<file path="src/rtl/fp_normalizer.sv">
// Post-add normalizer for IEEE-754 single precision.
// Folds in the adder carry, then left-shifts one bit per cycle until the
// hidden bit is set, the exponent bottoms out (denormal), or the mantissa
// is zero. Handles exponent overflow to infinity. No rounding.
module fp_normalizer (
  input  logic        clk,
  input  logic        rst,
  input  logic        in_valid,
  output logic        in_ready,
  input  logic        sign_in,
  input  logic [7:0]  exp_in,
  input  logic [23:0] mant_in,
  input  logic        carry_in,
  output logic        out_valid,
  input  logic        out_ready,
  output logic [31:0] result,
  output logic        overflow,
  output logic        zero
);

  typedef enum logic [1:0] {
    IDLE = 2'd0,
    NORM = 2'd1,
    DONE = 2'd2
  } state_t;

  state_t      state_reg, state_next;
  logic        sign_reg, sign_next;
  logic [23:0] m_reg, m_next;
  logic [7:0]  e_reg, e_next;
  logic [31:0] result_reg, result_next;
  logic        overflow_reg, overflow_next;
  logic        zero_reg, zero_next;

  assign in_ready  = (state_reg == IDLE) && !rst;
  assign out_valid = (state_reg == DONE);
  assign result    = result_reg;
  assign overflow  = overflow_reg;
  assign zero      = zero_reg;

  // Next-state and datapath decisions; every target defaults to hold.
  always_comb begin
    state_next    = state_reg;
    sign_next     = sign_reg;
    m_next        = m_reg;
    e_next        = e_reg;
    result_next   = result_reg;
    overflow_next = overflow_reg;
    zero_next     = zero_reg;
    case (state_reg)
      IDLE: begin
        if (in_valid && in_ready) begin
          sign_next = sign_in;
          if (carry_in) begin
            // Carry out means the sum is in [2,4): shift right, bump exponent.
            m_next = {1'b1, mant_in[23:1]};
            e_next = exp_in + 8'd1;
            if (exp_in >= 8'hFE) begin
              // Incremented exponent would reach the all-ones field: infinity.
              state_next    = DONE;
              result_next   = {sign_in, 8'hFF, 23'b0};
              overflow_next = 1'b1;
              zero_next     = 1'b0;
            end else begin
              state_next = NORM;
            end
          end else begin
            m_next     = mant_in;
            e_next     = exp_in;
            state_next = NORM;
          end
        end
      end
      NORM: begin
        if (m_reg == 24'd0) begin
          result_next   = {sign_reg, 31'b0};
          zero_next     = 1'b1;
          overflow_next = 1'b0;
          state_next    = DONE;
        end else if (m_reg[23]) begin
          result_next   = {sign_reg, e_reg, m_reg[22:0]};
          zero_next     = 1'b0;
          overflow_next = 1'b0;
          state_next    = DONE;
        end else if (e_reg <= 8'd1) begin
          // Exponent cannot drop further: emit as denormal (exp field 0).
          result_next   = {sign_reg, 8'h00, m_reg[22:0]};
          zero_next     = 1'b0;
          overflow_next = 1'b0;
          state_next    = DONE;
        end else begin
          m_next = {m_reg[22:0], 1'b0};
          e_next = e_reg - 8'd1;
        end
      end
      DONE: begin
        if (out_ready) begin
          // Flags are only meaningful while the result is offered.
          overflow_next = 1'b0;
          zero_next     = 1'b0;
          state_next    = IDLE;
        end
      end
      default: begin
        state_next = IDLE;
      end
    endcase
  end

  // State and datapath registers with synchronous reset.
  always_ff @(posedge clk) begin
    if (rst) begin
      state_reg    <= IDLE;
      sign_reg     <= 1'b0;
      m_reg        <= 24'd0;
      e_reg        <= 8'd0;
      result_reg   <= 32'd0;
      overflow_reg <= 1'b0;
      zero_reg     <= 1'b0;
    end else begin
      state_reg    <= state_next;
      sign_reg     <= sign_next;
      m_reg        <= m_next;
      e_reg        <= e_next;
      result_reg   <= result_next;
      overflow_reg <= overflow_next;
      zero_reg     <= zero_next;
    end
  end

endmodule

</file>
<file path="config.mk">
export PLATFORM = sky130hd
export DESIGN_NAME = fp_normalizer
export DESIGN_NICKNAME = d
export VERILOG_FILES = /design/src/rtl/fp_normalizer.sv
export SDC_FILE = /design/constraint.sdc
export NUM_CORES = 1
export LEC_CHECK = 0
export BUFFER_PORTS_ARGS = -buffer_cell sky130_fd_sc_hd__clkbuf_2
export CAP_MARGIN = 20
export CORE_MARGIN = 2
export CORE_UTILIZATION = 56
export CTS_CLUSTER_SIZE = 28
export DETAILED_ROUTE_END_ITERATION = 10
export MAX_ROUTING_LAYER = met4
export PLACE_DENSITY = 0.85
export RECOVER_POWER = 100
export SLEW_MARGIN = 20
export SYNTH_ARGS = -nofsm -noshare
export SYNTH_HDL_FRONTEND = slang
export SYNTH_SLANG_ARGS = --single-unit
</file>
<file path="constraint.sdc">
create_clock -name clk -period 2.6 [get_ports clk]
set_clock_uncertainty 0.15 [all_clocks]
set_input_delay 0.52 -clock clk [delete_from_list [all_inputs] [get_ports clk]]
set_output_delay 0.52 -clock clk [all_outputs]
set_load 0.02 [all_outputs]
</file>
==> results.md <==
* Worst reg2reg setup slack at 0.13 ns
* Max_cap viols at 0
* Mapped Cells at 457
* First-pass GRT wire length at ~15000 µm
* FF+latch count, synth at between 60 and 70
* Post-CTS Setup Repair Bufs at 0
* Synth Warn # at 0
* CTS Buf Count at 9
* Crit path time final at approximately 2.5 ns
* Wirelength per Cell at 15.6 µm
* Die W at 89.2 µm
* CP Launch Type: flop
* RSZ-0062 raised after global routing: no
* Complex-gate fraction of the synthesized area at 15.5%
* Worst slew pin tran at 0.480 ns
* Hold_ws at 0.288 ns
* GRT Total Usage at 25.1%
* Vias in the first global route at 3377
* Peak supply drop at 0.651 mV
* Std cell rows at 31
* Post-synth top flop: dfxtp_1
* Hold path cells at 3
* Power Dens Cells at 1160 nW/µm²
* Period utilization at 94.9%
* Drc violations at 0
* Area leader, netlist: dfxtp_1
* Nets at 560
* Worst hold path endpoint: sign_reg
* Final number of hold-violating endpoints at 0
* CTS tree: yes
* Ant diodes at 0
* Simple-Gate Fraction of Synth Area at 25.8%
* Pre-CTS WS at 0.235 ns
* Worst Hold Class: primary input to flop
* Antenna violations before repair at 0
* Routability Congestion at 0.954
* R2R Path End: result[30]
* Port-buffer cells at 73
* Top-area cell type share of the netlist area at 34.0%
* Max Slew Vio Count at 0
* Max FFs per register at 32
* Post-synth ARST share at 0%
* Area of the die at 7960 µm²
* DP Area at 4500 µm²
* Leak at 1.74 nW
* Post-layout util at 64.7%
* Crit path DAT at 2.55 ns
* Worst r2r src: e_reg[0]
* Total gr overflow at 0
* DRT antenna net count at 0
* Avg Inst Size Synth at slightly below 9 µm²
* Total Routed Length at 9620 µm
* Largest net degree at the start of global routing at 126
* Worst setup margin at 0.133 ns
* Core Region at 7140 µm²
* Worst reg2reg path depth at 8
* Sequential element share of the synthesized area at approximately 34%
* Yosys cell types at between 40 and 50
* I/O pin cnt at 74
* CTS Sinks at 69
* Most common cell after layout, fill and taps aside: dfxtp_1
* Post-DP HPWL at around 6600 µm
* Fraction of the mapped netlist area in adder cells at 2.46%
* Via-to-Cell Ratio at 5.86
* Netlist Area Pre-Place at 4070 µm²
* Iteration count of the initial detailed-routing pass at 5
* Area contributors post-synth: dfxtp_1 34%, mux2i_1 12%, nand4b_1 5.0%
* Post-Synth XOR/XNOR Area at 1.51%
* CTS max path bufs at 2
* Fmax at 405 MHz
* Fraction of layout cells with a size suffix above 1 at 16.4%
* Number of H-tree levels at 3
* Initial DRC Count at roughly 290
* Setup Viol. Count Final at 0
* Area delta synth->final at 13.5%
* Hold-fix buffers, CTS at 0
* Crit. End Element: flop
* Status: finished, final reports clean
* Critical-path maximum fanout at 9
* Final Cell Area at 4620 µm²
* Worst-skew pair later-pin latency at 0.34 ns
* Clk Tree Root Cell: clkbuf_8
* Main combinational cell family by area after synthesis: simple AND/OR/NAND/NOR gates
* Setup Crit Path Kind: flop to flop
* Commonest non-fill, non-tap cells in the layout: 69 x dfxtp_1, 50 x mux2i_1, 38 x clkbuf_1, 37 x a21oi_1, 36 x clkbuf_2
* Worst Path Required at 2.68 ns
* CTS clk-pin slew, worst paths at 0.07 ns
* Die Height at roughly 89 µm
* Setup TNS at 0 ns
* Vias at roughly 3600
* Hold path startpoint: sign_in
* Effective utilization at floorplan at between 50% and 60%
* Rel. slew slack at 68.0%
* Net count after synthesis at 503
* Mux share of post-synthesis cell area at 15.4%
* CTS-repair resized insts at 0
* EDFF count, synth at 0
## where the power goes
part	switching (mW)	total (mW)	leakage, nW	internal (mW)
Sequential	0.322	1.69	0.561	1.37
Clock	0.391	0.827	0.0854	0.437
Combinational	1.79	2.85	1.09	1.06
## synth_stat cells (2+ instances only)
cell type,count
dfxtp_1,69
buf_2,7
a211oi_1,2
ha_1,8
o41ai_1,2
nor4_1,4
nand4_1,3
a21oi_1,37
xor2_1,5
nor3_1,5
o21ai_0,8
nand3_1,5
a32o_1,4
mux2i_1,50
nand4b_1,23
nand3b_1,24
nand2_1,20
o211ai_2,2
clkbuf_1,29
nand2b_1,26
nor4_2,3
o211a_1,2
buf_6,2
o31ai_1,22
or4_1,3
mux2_2,11
or3_1,2
nor2_1,35
xnor2_1,2
nor2b_1,13
inv_1,11
## final cells by class
| cell class | count | area (µm²) |
|---|---|---|
| Clock buffer | 11 | 131 |
| Inverter | 11 | 41.3 |
| Clock inverter | 4 | 50.0 |
| Timing Repair Buffer | 86 | 430 |
| Tap cell | 99 | 124 |
| Multi-Input combinational cell | 337 | 2460 |
| Sequential cell | 69 | 1380 |
| Fill cell | 645 | 2520 |
## metal layers
| layer | part of all wire [%] | track usage [%] | up-vias | wire length [µm] |
|---|---|---|---|---|
| li1 | - | - | 1777 | - |
| met1 | 43 | 30.9 | 1694 | 4150 |
| met2 | 49 | 42.3 | 131 | 4750 |
| met3 | 6.4 | 4.16 | 12 | 615 |
| met4 | 1.1 | 7.60 | 0 | 110 |
| met5 | 0 | - | - | 0 |
## cells by family (layout without fill, tap and decap cells)
kind of cell             Yosys count  after routing
AND/OR/NAND/NOR                  171            171
AO/OA/AOI/OAI                     90             90
flip-flops                        69             69
multiplexers                      61             61
buffers and inverters             51            112
adder cells (fa/ha/maj)            8              8
XOR/XNOR                           7              7
## worst max-delay path by stage
stage / slack, ns / startpoint / endpoint
after floorplan: 0.33 / e_reg[0] / result[23]
after global placement: 0.32 / e_reg[1] / result[26]
after detailed placement: 0.23 / e_reg[0] / result[25]
after CTS: 0.22 / e_reg[0] / m_reg[21]
after global routing: 0.06 / e_reg[0] / result[29]
final: 0.13 / e_reg[0] / result[30]
## metrics by stage
step	cells	power, mW
2_1_floorplan	457	3.87
3_3_place_gp	602	4.52
3_5_place_dp	602	4.59
4_1_cts	617	5.43
5_1_grt	617	5.72
6_report	617	5.37
## worst max-delay path, stage by stage, from the launching register on
cell	delay, ns
dfxtp_1	0.42
inv_1	0.09
ha_1	0.28
or2_0	0.32
a31oi_4	0.24
o21ai_2	0.11
o211ai_1	0.18
buf_4	0.22
mux2_2	0.35
Note: power is estimated with default switching activity, not from simulation.
